**src/rtl/alu_issue_ctrl.sv**
```systemverilog
// Issue controller for a combinational ALU: registers operands, waits SETTLE
// cycles for the ALU to settle, captures the result and holds it for a response handshake.
module alu_issue_ctrl #(
    parameter int n      = 8,
    parameter int SETTLE = 1
) (
    input  logic         clk,
    input  logic         rst_n,
    input  logic         cmd_valid,
    output logic         cmd_ready,
    input  logic [n-1:0] cmd_a,
    input  logic [n-1:0] cmd_b,
    input  logic [2:0]   cmd_op,
    output logic [n-1:0] alu_A,
    output logic [n-1:0] alu_B,
    output logic [2:0]   alu_OpCode,
    input  logic [n-1:0] alu_Result,
    input  logic         alu_Z_flag,
    input  logic         alu_C_flag,
    input  logic         alu_C_out,
    output logic         rsp_valid,
    input  logic         rsp_ready,
    output logic [n-1:0] rsp_result,
    output logic         rsp_z,
    output logic         rsp_c,
    output logic         rsp_cout,
    output logic         busy,
    output logic [15:0]  ops_done
);
    localparam logic [1:0] S_IDLE = 2'd0;
    localparam logic [1:0] S_EXEC = 2'd1;
    localparam logic [1:0] S_RESP = 2'd2;
    localparam logic [3:0] SETTLE_M1 = 4'(SETTLE - 1);

    logic [1:0]   r_state;
    logic [3:0]   r_cnt;
    logic [n-1:0] r_alu_a;
    logic [n-1:0] r_alu_b;
    logic [2:0]   r_alu_op;
    logic [n-1:0] r_rsp_result;
    logic         r_rsp_z;
    logic         r_rsp_c;
    logic         r_rsp_cout;
    logic [15:0]  r_ops_done;
    logic         w_accept;

    // A new command may be taken in the same cycle the previous response drains.
    assign cmd_ready = (r_state == S_IDLE) || ((r_state == S_RESP) && rsp_ready);
    assign w_accept  = cmd_valid && cmd_ready;

    always_ff @(posedge clk or negedge rst_n) begin
        if (!rst_n) begin
            r_state      <= S_IDLE;
            r_cnt        <= '0;
            r_alu_a      <= '0;
            r_alu_b      <= '0;
            r_alu_op     <= '0;
            r_rsp_result <= '0;
            r_rsp_z      <= 1'b0;
            r_rsp_c      <= 1'b0;
            r_rsp_cout   <= 1'b0;
            r_ops_done   <= '0;
        end else begin
            case (r_state)
                S_EXEC: begin
                    if (r_cnt == 4'd0) begin
                        r_rsp_result <= alu_Result;
                        r_rsp_z      <= alu_Z_flag;
                        r_rsp_c      <= alu_C_flag;
                        r_rsp_cout   <= alu_C_out;
                        r_state      <= S_RESP;
                    end else begin
                        r_cnt <= r_cnt - 4'd1;
                    end
                end
                S_RESP: begin
                    if (rsp_ready) begin
                        r_ops_done <= r_ops_done + 16'd1;
                        r_state    <= S_IDLE;
                    end
                end
                default: r_state <= S_IDLE;
            endcase
            // Accept overrides the RESP->IDLE move for back-to-back issue.
            if (w_accept) begin
                r_alu_a  <= cmd_a;
                r_alu_b  <= cmd_b;
                r_alu_op <= cmd_op;
                r_cnt    <= SETTLE_M1;
                r_state  <= S_EXEC;
            end
        end
    end

    assign alu_A      = r_alu_a;
    assign alu_B      = r_alu_b;
    assign alu_OpCode = r_alu_op;
    assign rsp_result = r_rsp_result;
    assign rsp_z      = r_rsp_z;
    assign rsp_c      = r_rsp_c;
    assign rsp_cout   = r_rsp_cout;
    assign rsp_valid  = (r_state == S_RESP);
    assign busy       = (r_state != S_IDLE);
    assign ops_done   = r_ops_done;
endmodule
```
**config.mk**
```make
export PLATFORM = sky130hd
export DESIGN_NAME = alu_issue_ctrl
export DESIGN_NICKNAME = d
export VERILOG_FILES = /design/src/rtl/alu_issue_ctrl.sv
export SDC_FILE = /design/constraint.sdc
export NUM_CORES = 1
export LEC_CHECK = 0
export ABC_AREA = 1
export CAP_MARGIN = 30
export CORE_MARGIN = 2
export CORE_UTILIZATION = 40
export DETAILED_ROUTE_END_ITERATION = 7
export MAX_ROUTING_LAYER = met4
export PLACE_DENSITY_LB_ADDON = 0.12
export SLEW_MARGIN = 20
export SYNTH_ARGS = -nofsm -noshare
export SYNTH_HDL_FRONTEND = slang
export SYNTH_SLANG_ARGS = --single-unit
```
**constraint.sdc**
```tcl
create_clock -name clk -period 1.2 [get_ports clk]
set_input_delay 0.24 -clock clk [delete_from_list [all_inputs] [get_ports clk]]
set_output_delay 0.24 -clock clk [all_outputs]
set_load 0.03 [all_outputs]
```
# Yosys cells after proc, flatten, opt, wreduce, memory -nomap -nowiden
# Cells that the tools add are included.
[op_classes] reduce_logical=11 order_cmp=0 eq_ne=5 shifts=0 mul=0 add_sub_neg=2 div_mod_pow=0 n_bitwise=0 muxes=7
[op_table] op="$add A16 B1 Y16 const B" count=1
[op_table] op="$mux W4" count=3
[op_table] op="$reduce_and A2 Y1" count=4
[op_table] op="$mux W2" count=3
[op_table] op="$logic_not A4 Y1" count=1
[op_table] op="$pmux W2 S2" count=1
[op_table] op="$reduce_bool A2 Y1" count=2
[op_table] op="$sub A4 B1 Y4 const B" count=1
[op_table] op="$ne A3 B1 Y1 const B" count=1
[op_table] op="$ne A3 B3 Y1 const B" count=1
[op_table] op="$eq A2 B1 Y1 const B" count=1
[op_table] op="$eq A2 B2 Y1 const B" count=1
[op_table] op="$logic_and A1 B1 Y1" count=2
[op_table] op="$logic_not A2 Y1" count=1
[op_table] op="$ne A2 B2 Y1 const B" count=1
[op_table] op="$logic_or A1 B1 Y1" count=1
[word_totals] word_cells=35 n_memories=0 in_bits=34 latch_bits=0 ff_bits=52 output_inout_bits=49 romBits=0 mem_bits_rw=0

# Depth between registers and ports, before layout
# Gate-level depths: netlist of the first run.
[logic_depth] word_depth=6 ltp_mapped=8 mapped_depth_nobuf=8

# Worst setup path after synthesis of the first run
# OpenSTA, ideal clock, no wires.
[synth_path] path_type="register to register" startpoint="register r_ops_done[0] (netlist: ops_done[0])" endpoint="register r_ops_done[8] (netlist: ops_done[8])" synth_period_minus_slack_ps=1425 setup_slack_ps=-225 setup_ps=134 path_stages_with_launch=6 arrival_ps=1291 required_ps=1066 path_buffers=0 cell_sequence="dfrtp_1 > ha_1 > nand3_1 > nor2_4 > nand3b_1 > xnor2_1"
[synth_between] elab_chain_cells=1
[synth_rtl] item="from (decl)" line="44" source="logic [15:0] r_ops_done;"
[synth_rtl] item="from (signal assigned)" line="78" source="r_ops_done <= r_ops_done + 16'd1;"
[synth_rtl] item="$add A16 B1 Y16" line="78"
# Every way passes these cells.
# A chain may end at the register's enable or synchronous reset.

# Worst setup path in the final report of the first run
[layout_path] startpoint="register r_state[1]" endpoint="output cmd_ready"
[layout_between] elab_chain_cells=3 elab_cells_between_ends=4 classes_between="eq/ne: 1; reduce/logical: 3"
[layout_rtl] item="from (decl)" line="35" source="logic [1:0] r_state;"
[layout_rtl] item="from (signal assigned)" line="53" source="r_state <= S_IDLE;"
[layout_rtl] item="from (signal assigned)" line="71" source="r_state <= S_RESP;"
[layout_rtl] item="from (signal assigned)" line="79" source="r_state <= S_IDLE;"
[layout_rtl] item="$eq A2 B2 Y1" line="48" source="assign cmd_ready = (r_state == S_IDLE) || ((r_state == S_RESP) && rsp_ready);"
[layout_rtl] item="$logic_and A1 B1 Y1" line="48"
[layout_rtl] item="$logic_or A1 B1 Y1 (*)" line="48"
[layout_rtl] item="to (decl)" line="10" source="output logic cmd_ready,"
# Mark *: on every way between the ends. The rest lies on a longest branch, timed or not.

==> impl_metrics.tcl, run 1 <==
set metrics [dict create \
    dpl_cell_area_mm2 0.00328 \
    crit_fanout 2 \
    tightest_slew_ns 0.299 \
    ant_nets 0 \
    r2r_slack_ns -0.21 \
    dieArea_mm2 0.00644 \
    endpoint_kind "output port" \
    drv_slew 0 \
    setup_ws_ns -0.279 \
    antenna_found_initial 0 \
    startpoint "r_state[1]" \
    fmax_ghz 0.676 \
    rr_startpoint "r_state[1]" \
    timing.critical_path.mode_cell "buf_6" \
    core_mm2 0.00557 \
    die-width_um 80.3 \
    drt-vias-per-instance 4.60 \
    final_common_cell "nand2_1" \
    port_buffers 82 \
    htreeDepth 2 \
    failed_checks "setup timing" \
    hold_path_class "in2async" \
    cts_root_buffer "clkbuf_8" \
    drcViolationCount 0 \
    final_cells 450 \
    r2r_cells 8 \
    cts_tree "done" \
    fin_crit_sh 1.23 \
    grt_max_degree 53 \
    synth_top_family_by_area "simple AND/OR/NAND/NOR gates" \
    synth_adder_area_share 0.0161 \
    initial_core_util 0.417 \
    grt_overflow_total 0 \
    synth-compound-area-share 0.00914 \
    clock-sinks 52 \
    wire_per_inst_um 11.5 \
    power_density_mw_per_mm2 2430 \
    period_needed_ns 1.48 \
    clkLatencyLatePin_ns 0.30 \
    grt_first_pass_wirelength_um 8470 \
    io_pins 83 \
    die_h_um 80.3 \
    dp.cells 431 \
    ys_types 25 \
    status "complete, but fails checks" \
    drtIter0Drc 87 \
    path_depth 4 \
    finalWirelength_um 5190 \
    crit_end "cmd_ready" \
    synth_cells 264 \
    dp_hpwl_um 3670 \
    cts.path.max_buffers 2 \
    setup_viol 54 \
    required_ns 0.96 \
    max_stage_delay_ns 0.39 \
    timing.critical_path.buf_inv 2 \
    peakVddDrop_mv 1.42 \
    synthSimpleGateAreaFrac 0.314 \
    dr_total_vias 2071 \
    clk_pin_slew_worst_paths_ns 0.09 \
    ys_seq_elements 52 \
    synth_xor_area_frac 0.0414 \
    rows 27 \
    n_antenna_cell 0 \
    r2r_end "alu_A[0]" \
    rsz0062_at_grt "true" \
    place_congestion 0.737 \
    critPathSlowestCell "dfrtp_1" \
    setup.worst_path.start_class "register" \
    nets 414 \
    synth_nets 301 \
    syn_avg_cell_area_um2 8.81 \
    layout_common_cells "97 x nand2_1, 68 x buf_4, 43 x dfrtp_1" \
    yosys_warnings 0 \
    nFillCells 486 \
    crit_arrival_ns 1.24 \
    area_delta_synth_final_pct 52.6 \
    crit_chain "or2_4, buf_6, nand2_4, buf_6" \
    slew_headroom 0.800 \
    ys_seq_area_frac 0.559 \
    maxCapViolCount 0 \
    drive_above_1_share 0.307 \
    crit_type "reg2out" \
    numCtsBuffers 5 \
    path_delay_family "flip-flops" \
    postLayoutCellArea_mm2 0.00355 \
    p_leak_nw 1.86 \
    hold_viol 0 \
    syn_area_mm2 0.00233 \
    grtUsageTotal 0.171 \
    synthMuxAreaShare 0 \
    grt_pass1_vias 1902 \
    skew_ns 0.00378 \
    holdWs_ns 0.460 \
    first_pass_iters 4 \
]
[stage by stage]
step	utilization	worst slack [ns]	setup TNS (ns)	power (W)
after floorplan	-	-0.0326	-0.133	0.00550
after global placement	0.589	-0.332	-10.81	0.00722
after detailed placement	0.589	-0.346	-11.88	0.00729
after CTS	0.622	-0.308	-8.96	0.00854
after global routing	0.637	-0.316	-13.18	0.00920
final	0.637	-0.279	-8.82	0.00861
[metal layers]
metal	routed length (um)	GRT usage
met1	2240	0.211
met2	2640	0.289
met3	255	0.0337
met4	48	0.0458
met5	0	-
[worst register-to-register path, stage by stage, from the launching register on]
cell	delay [ns]
dfrtp_1	0.39
or2_4	0.25
buf_6	0.12
nand2_4	0.06
buf_4	0.15
nand2_8	0.08
clkbuf_16	0.17
nand2_1	0.06
nand2_1	0.05
[cell usage after synthesis]
master / count / area [um^2]
buf_2: 4 / 20.0
buf_4: 2 / 15.0
buf_6: 2 / 22.5
clkbuf_1: 1 / 3.75
dfrtp_1: 52 / 1300
ha_1: 3 / 37.5
inv_1: 20 / 75.1
inv_2: 1 / 3.75
nand2_1: 100 / 375
nand2_2: 3 / 18.8
nand3_1: 38 / 190
nand3_4: 1 / 17.5
nand3b_1: 2 / 15.0
nand4_1: 4 / 25.0
nor2_1: 10 / 37.5
nor2_2: 1 / 6.26
nor2_4: 2 / 22.5
nor3_1: 1 / 5.00
nor3_2: 1 / 10.0
o21ai_0: 2 / 10.0
o21ai_1: 1 / 5.00
o22ai_1: 1 / 6.26
or2_2: 1 / 6.26
xnor2_1: 6 / 52.6
xor2_1: 5 / 43.8
[sequential cells by signal, summed over array words and instances, names as in the netlist]
signal      cells
alu_B           8
alu_A           8
rsp_result      8
rsp_c           1
rsp_z           1
rsp_cout        1
r_state         2
ops_done       16
r_cnt           4
alu_OpCode      3
[how the worst min path moves through the flow]
stage               start     endpoint  slack, ns  cells past startpoint
floorplan           rst_n     alu_A[0]      -0.06                      0
global placement    rst_n  ops_done[8]       0.26                      2
detailed placement  rst_n  ops_done[6]       0.26                      2
CTS                 rst_n  ops_done[6]       0.47                      3
global route        rst_n  ops_done[6]       0.49                      3
finish              rst_n  ops_done[6]       0.46                      3
[final cells by class]
class	count	area [um^2]	area share
clock buffer	8	90.1	0.0254
inverter	21	78.8	0.0222
multi-input combinational	182	955	0.269
sequential	52	1310	0.370
tap	72	90.1	0.0254
timing repair buffer	115	1020	0.288
[kinds of logic (layout without fill, tap and decap cells)]
logic type / count (synthesis) / in the layout
compound gates: 4 / 4
fa+ha+maj: 3 / 3
flops: 52 / 52
xor+xnor: 11 / 11
buf+inv: 30 / 144
simple gates: 164 / 164
[power by group]
| part | total [W] | internal (W) | leakage [nW] | switching [W] |
|---|---|---|---|---|
| logic | 0.00479 | 0.00204 | 1.18 | 0.00275 |
| clock network | 0.00101 | 0.000471 | 0.0455 | 0.000534 |
| registers | 0.00282 | 0.00240 | 0.636 | 0.000417 |
| total | 0.00861 | 0.00492 | 1.86 | 0.00370 |
[what timing repair did]
action	4_1_cts	5_1_grt
cloned	0	1
setup endpoints to repair	49	58
gates resized for setup	14	14
hold buffers	1	0
hold endpoints to repair	52	0
pin swaps	7	5
setup buffers	6	3
Note: power is estimated with default switching activity, not from simulation.
==> run 2, diff against run 1 <==
--- a/config.mk
+++ b/config.mk
@@ -7,11 +7,13 @@
 export LEC_CHECK = 0
 export ABC_AREA = 1
 export CAP_MARGIN = 30
-export CORE_MARGIN = 2
+export CORE_MARGIN = 5
 export CORE_UTILIZATION = 40
 export DETAILED_ROUTE_END_ITERATION = 7
+export GPL_TIMING_DRIVEN = 0
 export MAX_ROUTING_LAYER = met4
 export PLACE_DENSITY_LB_ADDON = 0.12
+export SKIP_LAST_GASP = 1
 export SLEW_MARGIN = 20
 export SYNTH_ARGS = -nofsm -noshare
 export SYNTH_HDL_FRONTEND = slang
==> run 2 against run 1 <==
Net effect:
- the run still ends with setup timing left
- flip-flop and latch count stayed put
- global-route usage fell by 0.91 points
- sequential share of layout area down 0.53 points
- power grew 1.3%
- largest cell class unchanged
- clock-buffer cell count unchanged
==> impl_metrics.tcl, run 2 (synthesized netlist as in run 1, its figures left out) <==
set metrics [dict create \
    status "complete, but fails checks" \
    failed_checks "setup timing" \
    switching_share 0.447 \
    dp_hpwl_um 3960 \
    intPower_w 0.00482 \
    n_antenna_cell 0 \
    rsz0062_at_grt "true" \
    hold_viol 0 \
    largest_reg_flops 16 \
    grtUsageTotal 0.162 \
    r2r_end "ops_done[12]" \
    final_core_util 0.646 \
    timing.critical_path.buf_inv 2 \
    htreeDepth 2 \
    crit_fanout 3 \
    cts.path.max_buffers 2 \
    holdPathEnd "alu_A[2]" \
    wire_per_inst_um 13.1 \
    final_common_cell "nand2_1" \
    grt_pass1_vias 2009 \
    clk_pin_slew_worst_paths_ns 0.09 \
    cts_root_buffer "clkbuf_8" \
    p_sw_w 0.00390 \
    seqPwrFrac 0.323 \
    grt_overflow_total 0 \
    area_delta_synth_final_pct 54.8 \
    peakVddDrop_mv 1.35 \
    tightest_slew_ns 0.674 \
    crit_type "reg2out" \
    skew_ns 0.00783 \
    min_from "alu_A[2]" \
    period_needed_ns 1.50 \
    drive_above_1_share 0.366 \
    path_delay_family "flip-flops" \
    drt-vias-per-instance 4.66 \
    dieArea_mm2 0.00744 \
    power_w 0.00872 \
    slew_headroom 0.551 \
    grt_max_degree 53 \
    rows 27 \
    layout_common_cells "82 x nand2_1, 43 x dfrtp_1, 36 x buf_2" \
    die-width_um 86.3 \
    setup_ws_ns -0.298 \
    die_h_um 86.3 \
    min_path_cells 2 \
    setup_viol 51 \
    r2r_slack_ns -0.15 \
    antenna_found_initial 0 \
    io_pins 83 \
    first_pass_iters 4 \
    rr_startpoint "r_state[0]" \
    fmax_ghz 0.668 \
    drv_slew 0 \
    finalWirelength_um 5940 \
    nets 418 \
    crit_chain "or2_4, nand2_4, buf_6, buf_6" \
    hold_path_class "reg2reg" \
    clkLatencyLatePin_ns 0.30 \
    fin_crit_sh 1.25 \
    power_density_mw_per_mm2 2420 \
    required_ns 0.96 \
    initial_core_util 0.417 \
    r2r_cells 8 \
    nFillCells 505 \
    port_buffers 82 \
    maxCapViolCount 0 \
    startpoint "r_state[0]" \
    critPathSlowestCell "dfrtp_1" \
    combinationalPowerShare 0.558 \
    crit_arrival_ns 1.26 \
    timing.critical_path.mode_cell "buf_6" \
    drcViolationCount 0 \
    drtIter0Drc 67 \
    dr_total_vias 2115 \
    numCtsBuffers 5 \
    setup_tns_ns -4.95 \
    max_stage_delay_ns 0.39 \
    setup.worst_path.start_class "register" \
    p_clk_frac 0.118 \
    ant_nets 0 \
    endpoint_kind "output port" \
    cts_tree "done" \
    grt_first_pass_wirelength_um 9410 \
    place_congestion 0.801 \
    core_mm2 0.00557 \
    p_leak_nw 1.88 \
    clock-sinks 52 \
]
-- run 2: cell types whose count changed in the layout (fill, tap and decap cells not counted), moves of 3 or more --
cell,previous run,this run
buf_4,68,20
buf_2,1,36
nand2_1,97,82
buf_6,10,24
nand2_2,2,15
clkbuf_4,0,4
nand3_2,0,3
nor2_4,2,5
-- run 2: through the flow --
step                std cells  area (um^2)  hold slack (ns)  worst slack (ns)
floorplan                 264         2370          -0.0556           -0.0326
global placement          418         3280            0.453             -1.96
detailed placement        418         3280            0.328            -0.926
CTS                       438         3300            0.475            -0.328
global route              454         3600            0.470            -0.351
finish                    454         3600            0.468            -0.298
-- run 2: timing repair --
item                                    4_1_cts  5_1_grt
endpoints found under the setup margin       92       65
hold buffers                                  1        0
pin swaps                                     6        9
endpoints found under the hold margin        27        0
gates resized for setup                     273       63
cloned                                        1        2
buffers inserted                             10       14
-- run 2: power groups by stage --
stage	Combinational [W]	Sequential [W]	Clock, W
after floorplan	0.00160	0.00390	0
after global placement	0.00439	0.00282	0
final	0.00487	0.00282	0.00103
after CTS	0.00443	0.00278	0.00107
after global routing	0.00527	0.00292	0.00116
after detailed placement	0.00443	0.00283	0
-- run 2: tightest hold or removal path: stages (launching register included) --
cell     delay (ns)
dfrtp_1        0.35
nand2_1        0.05
nand2_1        0.04
-- run 2: layout make-up --
class | count | area, um^2 | area share
repair buffers | 110 | 916 | 0.254
multi-input cells | 182 | 1030 | 0.285
flip-flops and latches | 52 | 1310 | 0.364
well taps | 72 | 90.1 | 0.0250
plain buffers | 9 | 85.1 | 0.0236
clock buffers | 8 | 90.1 | 0.0250
inverters | 21 | 81.3 | 0.0226
-- run 2: worst max-delay path by stage --
stage	slack [ns]	cells past startpoint	to
2_1_floorplan	-0.03	5	ops_done[8]
3_3_place_gp	-1.96	1	ops_done[1]
3_5_place_dp	-0.93	5	cmd_ready
4_1_cts	-0.33	4	cmd_ready
5_1_grt	-0.35	4	cmd_ready
6_report	-0.30	4	cmd_ready
-- run 2: per-layer routing --
| metal | vias up | GRT usage | part of all wire | routed length (um) |
|---|---|---|---|---|
| met5 | - | - | 0 | 0 |
| met4 | 0 | 0.0397 | 0.0083 | 49 |
| met3 | 4 | 0.0390 | 0.051 | 303 |
| met2 | 42 | 0.286 | 0.54 | 3190 |
| met1 | 1000 | 0.186 | 0.40 | 2390 |
| li1 | 1069 | - | - | - |
